### src/rtl/bit_8_if.sv
// Request/response bundle for the bit_8 sequential signed multiplier.
// The master drives operands and start; the slave returns busy, done and Product.
interface bit_8_if;
  logic        start;
  logic [8:0]  Data_A;
  logic [8:0]  Data_B;
  logic        busy;
  logic        done;
  logic [17:0] Product;

  modport master (
    output start,
    output Data_A,
    output Data_B,
    input  busy,
    input  done,
    input  Product
  );

  modport slave (
    input  start,
    input  Data_A,
    input  Data_B,
    output busy,
    output done,
    output Product
  );
endinterface

### src/rtl/bit_8.sv
// Sequential radix-2 Booth multiplier: 9x9 signed operands, 18-bit signed product.
// One product every 11 cycles; a new start is taken in DONE so results can run back-to-back.
module bit_8 (
   input logic   clk,
   input logic   rst_n,
   bit_8_if.slave bus
);

   typedef enum logic [1:0] {
      StIdle,
      StRun,
      StDone
   } state_e;

   state_e      state_q;
   logic [8:0]  mcand_q;
   logic [9:0]  acc_q;
   logic [8:0]  mplier_q;
   logic        q_m1_q;
   logic [3:0]  cnt_q;
   logic        busy_q;
   logic        done_q;
   logic [17:0] product_q;

   logic        accept;
   logic [9:0]  mcand_ext;
   logic [9:0]  sum;
   logic [9:0]  step_acc;
   logic [8:0]  step_mplier;
   logic        step_q_m1;

   // IDLE and DONE both return to IDLE on the next edge, so both may take a new request.
   assign accept = bus.start && ((state_q == StIdle) || (state_q == StDone));

   // Ten-bit accumulator so that subtracting -256 cannot wrap.
   always_comb begin
      mcand_ext = {mcand_q[8], mcand_q};
      sum       = acc_q;
      case ({mplier_q[0], q_m1_q})
         2'b01:   sum = acc_q + mcand_ext;
         2'b10:   sum = acc_q - mcand_ext;
         default: sum = acc_q;
      endcase
      step_acc    = {sum[9], sum[9:1]};
      step_mplier = {sum[0], mplier_q[8:1]};
      step_q_m1   = mplier_q[0];
   end

   always_ff @(posedge clk or negedge rst_n) begin
      if (!rst_n) begin
         state_q   <= StIdle;
         mcand_q   <= '0;
         acc_q     <= '0;
         mplier_q  <= '0;
         q_m1_q    <= 1'b0;
         cnt_q     <= '0;
         busy_q    <= 1'b0;
         done_q    <= 1'b0;
         product_q <= '0;
      end else begin
         done_q <= 1'b0;
         if (accept) begin
            mcand_q  <= bus.Data_A;
            mplier_q <= bus.Data_B;
            acc_q    <= '0;
            q_m1_q   <= 1'b0;
            cnt_q    <= 4'd9;
            busy_q   <= 1'b1;
            state_q  <= StRun;
         end else begin
            case (state_q)
               StIdle: begin
                  busy_q <= 1'b0;
               end
               StRun: begin
                  if (cnt_q != 4'd0) begin
                     acc_q    <= step_acc;
                     mplier_q <= step_mplier;
                     q_m1_q   <= step_q_m1;
                     cnt_q    <= cnt_q - 4'd1;
                  end else begin
                     // The 19-bit {acc, mplier} result always fits 18 signed bits.
                     product_q <= {acc_q[8:0], mplier_q};
                     done_q    <= 1'b1;
                     state_q   <= StDone;
                  end
               end
               StDone: begin
                  busy_q  <= 1'b0;
                  state_q <= StIdle;
               end
               default: begin
                  busy_q  <= 1'b0;
                  state_q <= StIdle;
               end
            endcase
         end
      end
   end

   assign bus.busy    = busy_q;
   assign bus.done    = done_q;
   assign bus.Product = product_q;

   a_done_implies_busy: assert property (@(posedge clk) disable iff (!rst_n) done_q |-> busy_q);
   a_busy_matches_state: assert property (@(posedge clk) disable iff (!rst_n)
      busy_q == (state_q != StIdle));

endmodule

### src/flat_wrapper.sv
// flat-port wrapper written by rule: the top's interface ports become plain ports
module bit_8_flat 
  (clk, rst_n, bus_start, bus_Data_A, bus_Data_B, bus_busy, bus_done, bus_Product);
  bit_8_if bus_i ();
  input logic clk;
  input logic rst_n;
  input wire logic [$bits(bus_i.start)-1:0] bus_start;
  input wire logic [$bits(bus_i.Data_A)-1:0] bus_Data_A;
  input wire logic [$bits(bus_i.Data_B)-1:0] bus_Data_B;
  output wire logic [$bits(bus_i.busy)-1:0] bus_busy;
  output wire logic [$bits(bus_i.done)-1:0] bus_done;
  output wire logic [$bits(bus_i.Product)-1:0] bus_Product;
  assign bus_i.start = bus_start;
  assign bus_i.Data_A = bus_Data_A;
  assign bus_i.Data_B = bus_Data_B;
  assign bus_busy = bus_i.busy;
  assign bus_done = bus_i.done;
  assign bus_Product = bus_i.Product;
  bit_8 u_core (.clk(clk), .rst_n(rst_n), .bus(bus_i));
endmodule
### config.mk
export PLATFORM = sky130hd
export DESIGN_NAME = bit_8_flat
export DESIGN_NICKNAME = d
export VERILOG_FILES = /design/src/rtl/bit_8_if.sv /design/src/rtl/bit_8.sv /design/src/flat_wrapper.sv
export SDC_FILE = /design/constraint.sdc
export NUM_CORES = 1
export LEC_CHECK = 0
export CORE_MARGIN = 5
export CORE_UTILIZATION = 42
export DETAILED_ROUTE_END_ITERATION = 16
export GPL_ROUTABILITY_DRIVEN = 0
export GPL_TIMING_DRIVEN = 1
export SLEW_MARGIN = 15
export SYNTH_ARGS = -nofsm -noshare
export SYNTH_HDL_FRONTEND = slang
export SYNTH_SLANG_ARGS = --single-unit
### constraint.sdc
create_clock -name clk -period 5.2 [get_ports clk]
set_input_delay 0.78 -clock clk [delete_from_list [all_inputs] [get_ports clk]]
set_output_delay 0.78 -clock clk [all_outputs]
set_load 0.02 [all_outputs]
; Yosys cells after proc, flatten, opt, wreduce, memory -nomap -nowiden
; Cells that the tools add are included.
[classes]
add_sub_neg = 3
eq_ne = 7
n_mux = 21
n_bitwise = 2
reduce_logical = 9
[ops]
columns = operator, count
row1 = 10-bit two-way mux, 3
row2 = 9-bit two-way mux, 3
row3 = 10-bit one-hot mux with 2 select lines, 1
row4 = 4-bit two-way mux, 3
row5 = 10-bit adder, 1
row6 = 10-bit subtractor, 1
row7 = 1-bit two-way mux, 8
row8 = 2-bit by 1-bit == test with 1-bit output (second input constant), 2
row9 = 2-bit == test (second input constant), 2
row10 = 2-bit two-way mux, 2
row11 = 2-bit by 1-bit != test with 1-bit output (second input constant), 2
row12 = 2-bit one-hot mux with 2 select lines, 1
row13 = 2-bit AND reduction, 2
row14 = 2-bit nonzero test, 2
row15 = 4-bit nonzero test, 1
row16 = 4-bit by 1-bit subtractor with 4-bit output (second input constant), 1
row17 = 3-bit by 2-bit != test with 1-bit output (second input constant), 1
row18 = 3-bit AND reduction, 1
row19 = 2-bit zero test, 1
row20 = 1-bit inverter, 2
row21 = 1-bit logical AND, 1
row22 = 1-bit logical OR, 1
[word_totals]
ff_bits = 55
inputBits = 21
out_inout_bits = 20
elab_cells = 51

; Logic depth before layout (Yosys ltp)
; Gate-level depths: netlist (run 1).
[depth]
word_depth = 5
ltp_mapped = 11
mapped_depth_nobuf = 11

; Worst setup path after synthesis (run 1)
; No wires, ideal clock.
[synth_path]
path_type = register -> register
from = register u_core.q_m1_q
to = register u_core.acc_q[6]
setup_ns = 0.069
t_arrival_ns = 2.414
required_ns = 5.131
slack_ns = 2.718
path_stages_with_launch = 11
path_buffers = 1
synth_period_minus_slack_ns = 2.482
cell_sequence = dfrtp_1 inv_1 ha_1 clkbuf_1 mux2i_1 ha_1 nor2b_1 o31a_1 o2111a_1 or3_1 nand3_1
[synth_between]
elab_chain_cells = 5
word_cells_on_any_way = 6
classes_between = eq/ne: 2 / mux: 4
[synth_lines]
columns = element, line
row1 = "start, declared", bit_8.sv:19  ; logic q_m1_q;
row2 = "start signal, assigned", bit_8.sv:79  ; q_m1_q <= step_q_m1;
row3 = 2-bit == test or 2-bit by 1-bit == test with 1-bit output (tied branches), bit_8.sv:39  ; case ({mplier_q[0], q_m1_q})
row4 = 10-bit one-hot mux with 2 select lines (*), bit_8.sv:39
row5 = 10-bit two-way mux (*), bit_8.sv:76  ; if (cnt_q != 4'd0) begin
row6 = 10-bit two-way mux (*), bit_8.sv:71  ; case (state_q)
row7 = 10-bit two-way mux (*), bit_8.sv:62  ; if (accept) begin
row8 = "end signal, assigned", bit_8.sv:77  ; acc_q <= step_acc;
row9 = "end, declared", bit_8.sv:17  ; logic [9:0] acc_q;
; Mark *: on every way between the ends. The rest lies on a longest branch, timed or not. The select of a mux whose other input is x is not followed.
; A chain may end at the register's enable or synchronous reset.

; Worst setup path in the final report (run 1)
[layout_path]
from = register u_core.mcand_q[0]
to = register u_core.acc_q[7]
[layout_between]
elab_chain_cells = 5
word_cells_on_any_way = 6
classes_between = add/sub: 2 / mux: 4
[layout_lines]
columns = element, line
row1 = "start, declared", bit_8.sv:16  ; logic [8:0] mcand_q;
row2 = "start signal, assigned", bit_8.sv:63  ; mcand_q <= bus.Data_A;
row3 = 10-bit subtractor or 10-bit adder (tied branches), "bit_8.sv:41, bit_8.sv:40"
row4 = 10-bit one-hot mux with 2 select lines (*), bit_8.sv:39
row5 = 10-bit two-way mux (*), bit_8.sv:76
row6 = 10-bit two-way mux (*), bit_8.sv:71
row7 = 10-bit two-way mux (*), bit_8.sv:62
; Marked as above.

==> results of run 1 <==
final timing paths:
check                                            start                      to  slack [ns]  cells after the start
worst max register to register       u_core.mcand_q[0]         u_core.acc_q[7]        2.50                     11
worst min register to register  u_core.bus.Product[13]  u_core.bus.Product[13]        0.48                      2
min in group asynchronous                        rst_n  u_core.bus.Product[12]        0.58                      2
max in group asynchronous                        rst_n         u_core.cnt_q[0]        4.17                      2
worst min-delay path            u_core.bus.Product[13]  u_core.bus.Product[13]        0.48                      2
worst max-delay path                 u_core.mcand_q[0]         u_core.acc_q[7]        2.50                     11
routing by layer:
layer / GRT usage [%] / vias to the layer above / wire length, um
li1: - / 1132 / -
met1: 23.2 / 1070 / 3120
met2: 25.1 / 44 / 2910
met4: 4.77 / 0 / 80
met3: 3.11 / 5 / 284
met5: 0 / - / 0
through the flow:
stage | worst slack, ns | hold slack (ns)
CTS | 2.47 | 0.486
finish | 2.50 | 0.483
global placement | 2.49 | 0.458
global route | 2.21 | 0.510
detailed placement | 2.50 | 0.462
floorplan | 2.72 | 0.456
state kept, by name (all words and copies together), names as in the netlist:
signal	flops
u_core.mcand_q	9
u_core.bus.Product	18
u_core.bus.done	1
u_core.cnt_q	4
u_core.q_m1_q	1
u_core.mplier_q	9
u_core.acc_q	9
u_core.bus.busy	1
u_core.state_q	2
cell usage after synthesis, types with 4 or more instances:
library cell | n | share of area (%)
nand2_1 | 99 | 13
dfrtp_1 | 54 | 48
o21ai_0 | 16 | 2.9
ha_1 | 13 | 5.8
inv_1 | 12 | 1.6
nor2_1 | 12 | 1.6
clkbuf_1 | 10 | 1.3
a21oi_1 | 9 | 1.6
xnor2_1 | 9 | 2.8
a22oi_1 | 8 | 2.1
nand3_1 | 8 | 1.4
a211oi_1 | 5 | 1.3
a31oi_1 | 5 | 1.1
nor3_1 | 5 | 0.89
buf_2 | 4 | 0.72
nor2b_1 | 4 | 0.89
o21a_1 | 4 | 1.1
worst max-delay path, stage by stage, from the launching register on:
cell	delay (ns)
dfrtp_1	0.47
inv_1	0.11
ha_1	0.16
nor2b_1	0.22
a21oi_1	0.11
xnor2_1	0.22
ha_1	0.33
a21oi_1	0.20
o21ai_1	0.13
a221oi_1	0.34
xor2_1	0.19
o21ai_0	0.10
cell type report:
cell class                 instances  area share [%]
clock inverter                     2           0.413
inverter                          13            1.47
multi-input combinational        234            40.2
clock buffer                       5            2.07
tap                               77            2.89
sequential                        54            40.6
timing repair buffer              42            12.3
power breakdown:
part / internal [mW] / total (mW) / switching (mW)
sequential: 0.624 / 0.799 / 0.175
clock: 0.0936 / 0.239 / 0.145
combinational: 0.692 / 1.60 / 0.907
total: 1.41 / 2.64 / 1.23
kinds of logic (layout without fill, tap and decap cells):
kind of cell,Yosys count,count (layout)
flip-flops,54,54
multiplexers,2,2
XOR/XNOR,12,12
AND/OR/NAND/NOR,143,143
AO/OA/AOI/OAI,63,63
adder cells (fa/ha/maj),14,14
buffers and inverters,27,62
==> results.yml, run 1 <==
run_status:
  status: "finished clean"
drt:
  vias_per_cell: 5.27
  drtIter0Drc: 149
  vias: 2251
  route.detailed.drc: 0
  final_antenna_net_count: 0
  wl_per_cell_um: 15.0
  wl_mm: 6.40
  drt-pass1-iter-count: 4
logic_synthesis:
  synth_top_family_by_area: "simple AND/OR/NAND/NOR gates"
  synth_ff_type: "dfrtp_1"
  seq_area_frac_synth_pct: 48.3
  synthXorXnorAreaFrac_pct: 3.76
  synth-simple-area-share_pct: 22.3
  ys_warn_count: 0
  syn-num-nets: 350
  synth_edf_count: 0
  synth_cell_types: 41
  syn_inst: 315
  syn_area_um2: 2800
  synthMuxAreaShare_pct: 0.716
  synth_fa_ha_area_share_pct: 6.53
  ys_ff_latch: 54
  async_flop_share_pct: 100
  synth-compound-area-share_pct: 14.6
  syn_area_per_cell_um2: 8.88
placed_design:
  dp_hpwl_mm: 4.55
  placed_area_um2: 3250
  dp_cells: 420
  portBuffers: 40
global_route:
  grt_pass1_vias: 2198
  grt-ovfl-total: 0
  grt_usage_pct: 16.2
  grt_pass1_wl_mm: 11.0
  grt_max_degree: 55
  antenna_found_initial: 0
floorplanning:
  die_h_um: 91.6
  die_area_um2: 8390
  core_um2: 6420
  ios: 41
  die_x_um: 91.6
  rows: 29
  start_util_pct: 43.6
finish:
  layout_commonest_cell: "nand2_1"
  drive_gt1_share_pct: 4.29
  seq_area_um2: 1350
  fin_area_um2: 3330
  fillCellCount: 650
  fin_nets: 385
  area_delta_synth_final_pct: 19.0
  fin_cells: 427
  multi_input_area_um2: 1340
  antenna_cells: 0
  fin_util_pct: 51.8
  layout_common_cells: "99 x nand2_1, 54 x dfrtp_1, 39 x clkdlybuf4s50_1"
hold_path:
  holdCritPathClass: "register to register"
clocking:
  clock_path_buffers: 2
  cts_buffers: 5
  cts.hold.buffers_added: 0
  path_clk_slew_ns: 0.10
  cts.sinks: 54
  ctsResizeCount: 0
  cts_setup_buffers: 0
  cts_tree: "yes"
  root_buffer: "clkbuf_8"
  htreeDepth: 2
  clock_latency_ns: 0.31
critical_path:
  cp_data_required_time_ns: 5.40
  end_kind: "register"
  crit_type: "register to register"
  worst_setup_path_start_kind: "register"
  crit_arrival_ns: 2.90
  crit_fanout: 5
timing:
  fmax_ghz: 0.371
  hold_viol_final: 0
  slew_headroom_pct: 47.4
  post-route-min-period_ns: 2.70
  finalSetupViolCount: 0
  post-route-period-util_pct: 51.9
  tightest_slew_ns: 0.788
  fin_setup_tns_ns: 0
  fin_skew_ns: 0.00789
  rsz0062_at_grt: "no"
  slew_violations: 0
power:
  max-vdd-ir-drop_mv: 0.296
  p_per_area_nw_per_um2: 792
  power_mw: 2.64
  leakagePower_nw: 1.55
run:
  cap_violations: 0
(Power assumes the default switching activity.)
==> inputs of run 2 (changes only) <==
==> constraint.sdc (replaced) <==
create_clock -name clk -period 2.5 [get_ports clk]
set_input_delay 0.375 -clock clk [delete_from_list [all_inputs] [get_ports clk]]
set_output_delay 0.375 -clock clk [all_outputs]
set_load 0.02 [all_outputs]
==> run 2 against run 1 <==
  * Core utilization is 4.5 points higher
  * Hold slack got worse by 0.44 ns
  * Sequential share of layout area down 3.2 points
  * Flip-flop and latch count did not move
  * Clock-buffer cell count stayed put
  * Largest cell class is now multi-input gates
  * Highest routed layer unchanged
  * Final cell count increased by 4.4%
  * Routed wire length rose by 4.1%
  * First-iteration DRC count is 42% lower
  * Maximum frequency up 10%
==> results.yml, run 2 (same netlist as run 1, synthesis figures left out) <==
floorplanning:
  die_h_um: 91.6
  rows: 29
  start_util_pct: 43.6
  core_um2: 6420
  die_x_um: 91.6
  ios: 41
  die_area_um2: 8390
timing:
  slew_violations: 0
  fmax_ghz: 0.410
  fin_setup_tns_ns: 0
  post-route-period-util_pct: 97.7
  finalSetupViolCount: 0
  fin_skew_ns: 0.0133
  tightest_slew_ns: 0.586
  post-route-min-period_ns: 2.44
  slew_headroom_pct: 60.9
  rsz0062_at_grt: "yes"
  hold_viol_final: 0
global_route:
  antenna_found_initial: 0
  top_usage_layer: "met2"
  grt_pass1_vias: 2288
  grt-ovfl-total: 0
  grt_pass1_wl_mm: 10.9
  grt_usage_pct: 15.6
  grt_max_degree: 31
  met2_usage_pct: 25.2
  grt.met1_usage_pct: 21.7
  grt_use_met3_pct: 3.03
critical_path:
  reg2reg_from: "u_core.mcand_q[0]"
  cp_data_required_time_ns: 2.74
  worst_setup_path_start_kind: "register"
  cpMaxStageDelayCell: "dfrtp_1"
  end_kind: "register"
  worstSetupEndpoint: "u_core.acc_q[8]"
  r2r_cells: 11
  crit_fanout: 6
  timing.rr.end: "u_core.acc_q[8]"
  worstPathCellList: "inv_1, ha_1, nor2b_4, a21oi_2, xnor2_1, ha_2, nand2_1, a211oi_2, a31oi_2, a211o_1, a31oi_1"
  cpPeakStageDelay_ns: 0.39
  crit_type: "register to register"
  crit_arrival_ns: 2.68
  startpoint: "u_core.mcand_q[0]"
  r2r_slack_ns: 0.06
placed_design:
  dp_hpwl_mm: 4.59
  portBuffers: 40
finish:
  layout_commonest_cell: "nand2_1"
  area_delta_synth_final_pct: 29.3
  layout_common_cells: "98 x nand2_1, 54 x dfrtp_1, 39 x clkdlybuf4s50_1"
  fin_nets: 403
  antenna_cells: 0
  fin_util_pct: 56.3
  largest_reg_flops: 18
  drive_gt1_share_pct: 14.4
clocking:
  clock_path_buffers: 2
  path_clk_slew_ns: 0.11
  cts.hold.buffers_added: 0
  cts_buffers: 5
  cts_tree: "yes"
  cts.sinks: 54
  htreeDepth: 2
  clock_latency_ns: 0.32
  root_buffer: "clkbuf_8"
drt:
  wl_per_cell_um: 14.9
  final_antenna_net_count: 0
  vias: 2341
  drt-pass1-iter-count: 4
  route.detailed.drc: 0
  wl_mm: 6.67
  drtIter0Drc: 86
  vias_per_cell: 5.25
run:
  cap_violations: 0
hold_path:
  holdCritPathClass: "primary input to async pin"
run_status:
  status: "finished clean"
[run 2: worst min-delay path by stage]
stage,from,end
2_1_floorplan,rst_n,u_core.acc_q[0]
3_3_place_gp,rst_n,u_core.bus.Product[13]
3_5_place_dp,rst_n,u_core.bus.Product[12]
4_1_cts,rst_n,u_core.acc_q[0]
5_1_grt,rst_n,u_core.acc_q[0]
6_report,rst_n,u_core.acc_q[0]
[run 2: per-layer routing]
metal	share of wire [%]	up-vias
met4	2.2	0
met1	46	1097
met2	47	55
met3	5.1	15
li1	-	1174
met5	0	-
[run 2: through the flow]
step           hold WS [ns]  area, um2  setup slack [ns]  std cells
2_1_floorplan        0.0794       2800            0.0178        315
3_3_place_gp          0.423       3330             0.124        429
3_5_place_dp          0.417       3330            0.0264        429
4_1_cts              0.0688       3450            0.0174        437
5_1_grt               0.103       3620           -0.0849        446
6_report             0.0462       3620            0.0584        446
[run 2: critical path, delay by kind of cell (launching register included)]
family | cells | cell delay (ns)
xor gates and xnor gates | 1 | 0.14
AOI/OAI and AO/OA | 5 | 0.89
adders and majority gates | 2 | 0.56
and+or+nand+nor | 2 | 0.30
buffers and inverters | 1 | 0.08
DFF | 1 | 0.39
[run 2: timing repair]
item | in CTS | in global routing
resized for setup | 2 | 22
endpoints found under the setup margin | 1 | 5
buffers inserted | 0 | 9
pin swaps | 0 | 8
[run 2: area by class of cell]
cell class,count,area [um2]
fill,581,2810
multi-input combinational,234,1440
sequential,54,1350
timing repair buffer,60,562
tap,77,96.3
clock buffer,5,68.8
inverter,13,48.8
clock inverter,3,47.5
Power of run 2 is not shown: default switching activity piles up to over one toggle a cycle in this logic, so the estimate is an artifact.
==> inputs of run 3 (changes only) <==
--- a/config.mk
+++ b/config.mk
@@ -5,7 +5,7 @@
 export SDC_FILE = /design/constraint.sdc
 export NUM_CORES = 1
 export LEC_CHECK = 0
-export CORE_MARGIN = 5
+export CORE_MARGIN = 2
 export CORE_UTILIZATION = 42
 export DETAILED_ROUTE_END_ITERATION = 16
 export GPL_ROUTABILITY_DRIVEN = 0
==> run 3 against run 2 <==
  * Via count down 1.9%
  * Clock-buffer cell count grew 1
  * Critical path depth decreased by 2
  * Sequential share of layout area grew 1.4 points
  * Critical endpoint is now u_core.acc_q[6]
==> results.yml, run 3 (same netlist as run 1, synthesis figures left out) <==
run_status:
  status: "finished clean"
finish:
  drive_gt1_share_pct: 11.3
  layout_commonest_cell: "nand2_1"
  antenna_cells: 0
  fin_util_pct: 54.5
  area_delta_synth_final_pct: 24.5
  largest_reg_flops: 18
  multi_input_area_um2: 1410
  seq_area_um2: 1350
  fillCellCount: 606
  layout_common_cells: "98 x nand2_1, 54 x dfrtp_1, 39 x clkdlybuf4s50_1"
  fin_nets: 397
power:
  combPwrFrac_pct: 63.4
  p_per_area_nw_per_um2: 1670
  max-vdd-ir-drop_mv: 0.708
  seqPwrFrac_pct: 28.4
  swShare_pct: 45.4
  p_switching_mw: 2.64
  leakagePower_nw: 1.62
  clkPwrFrac_pct: 8.2
  p_int_mw: 3.18
global_route:
  grt_pass1_vias: 2160
  grt_max_degree: 55
  grt-ovfl-total: 0
  antenna_found_initial: 0
  grt_usage_pct: 17.9
  grt_pass1_wl_mm: 10.4
placed_design:
  dp_hpwl_mm: 4.33
  portBuffers: 40
  dp_slack_ns: 0.0119
drt:
  vias: 2296
  drtIter0Drc: 129
  vias_per_cell: 5.23
  drt-pass1-iter-count: 4
  route.detailed.drc: 0
  wl_per_cell_um: 14.1
  wl_mm: 6.21
  final_antenna_net_count: 0
timing:
  post-route-min-period_ns: 2.39
  fin_skew_ns: 0.00215
  slew_headroom_pct: 54.6
  finalSetupViolCount: 0
  post-route-period-util_pct: 95.5
  fin_ws_ns: 0.113
  fmax_ghz: 0.419
  rsz0062_at_grt: "yes"
  slew_violations: 0
  hold_viol_final: 0
  tightest_slew_ns: 0.681
clocking:
  clock_latency_ns: 0.31
  cts_buffers: 5
  root_buffer: "clkbuf_8"
  cts.sinks: 54
  htreeDepth: 2
  cts.hold.buffers_added: 0
  cts_tree: "yes"
  clock_path_buffers: 2
  path_clk_slew_ns: 0.09
critical_path:
  path_buf_inv: 1
  end_kind: "register"
  crit_type: "register to register"
  cp_top_family: "adder cells"
  crit_fanout: 4
  cpPeakStageDelay_ns: 0.36
  cpMostUsedCell: "ha_1"
  cpMaxStageDelayCell: "dfrtp_1"
  crit_arrival_ns: 2.64
  cp_data_required_time_ns: 2.75
  worst_setup_path_start_kind: "register"
  worstPathCellList: "inv_1, ha_1, mux2i_2, ha_1, nor2b_1, o31a_1, o2111a_1, or3_1, nand3_1"
floorplanning:
  core_um2: 6390
  die_h_um: 85.6
  ios: 41
  die_x_um: 85.6
  die_area_um2: 7330
  start_util_pct: 43.8
  rows: 29
hold_path:
  holdCritPathClass: "primary input to async pin"
run:
  cap_violations: 0
==> run 3: cell types whose count changed in the layout (fill, tap and decap cells not counted), sizes merged <==
cell | previous run | this run
buf | 21 | 15
inv | 15 | 13
bufinv | 1 | 0
clkbuf | 5 | 6
clkinvlp | 0 | 1
==> run 3: per-layer routing <==
metal	routed length, um	part of all wire, %	track usage, %
met4	91	1.5	6.06
met5	0	0	0
met2	2740	44	26.6
met1	3150	51	26.9
met3	226	3.6	2.60
==> run 3: path summary, 6_finish.rpt <==
| path | start | to | slack, ns | cells past startpoint |
|---|---|---|---|---|
| setup / recovery | u_core.mcand_q[0] | u_core.acc_q[6] | 0.11 | 9 |
| hold / removal | rst_n | u_core.bus.Product[14] | 0.19 | 2 |
| setup reg to reg | u_core.mcand_q[0] | u_core.acc_q[6] | 0.11 | 9 |
| hold reg to reg | u_core.bus.Product[4] | u_core.bus.Product[4] | 0.48 | 2 |
| max in group asynchronous | rst_n | u_core.bus.Product[9] | 1.87 | 2 |
| min in group clk | u_core.bus.Product[4] | u_core.bus.Product[4] | 0.48 | 2 |
==> run 3: layout make-up <==
cell class	count	area share, %
Inverter	13	1.40
Multi-Input combinational cell	234	40.4
Tap cell	77	2.77
Clock buffer	6	2.08
Timing Repair Buffer	54	14.4
Clock inverter	1	0.216
Sequential cell	54	38.8
==> run 3: power groups by stage <==
stage | combinational (mW) | clock [mW] | sequential (mW)
final | 3.69 | 0.476 | 1.65
after global placement | 3.36 | 0 | 1.65
after floorplan | 2.31 | 0 | 1.76
after global routing | 4.11 | 0.528 | 1.71
after detailed placement | 3.40 | 0 | 1.66
after CTS | 3.43 | 0.490 | 1.64
==> run 3: timing repair <==
item / 4_1_cts / 5_1_grt
cloned: 0 / 0
pin swaps: 0 / 4
setup buffers: 0 / 3
setup endpoints to repair: 1 / 4
gates resized for setup: 1 / 14
==> run 3: through the flow <==
stage	hold slack, ns	area, um2	setup TNS, ns	power (mW)	instances
after floorplan	0.0794	2800	0	4.07	315
after global placement	0.458	3320	0	5.01	429
after detailed placement	0.462	3320	0	5.06	429
after CTS	0.212	3400	0	5.56	436
after global routing	0.234	3480	-0.0166	6.36	439
final	0.186	3480	0	5.81	439
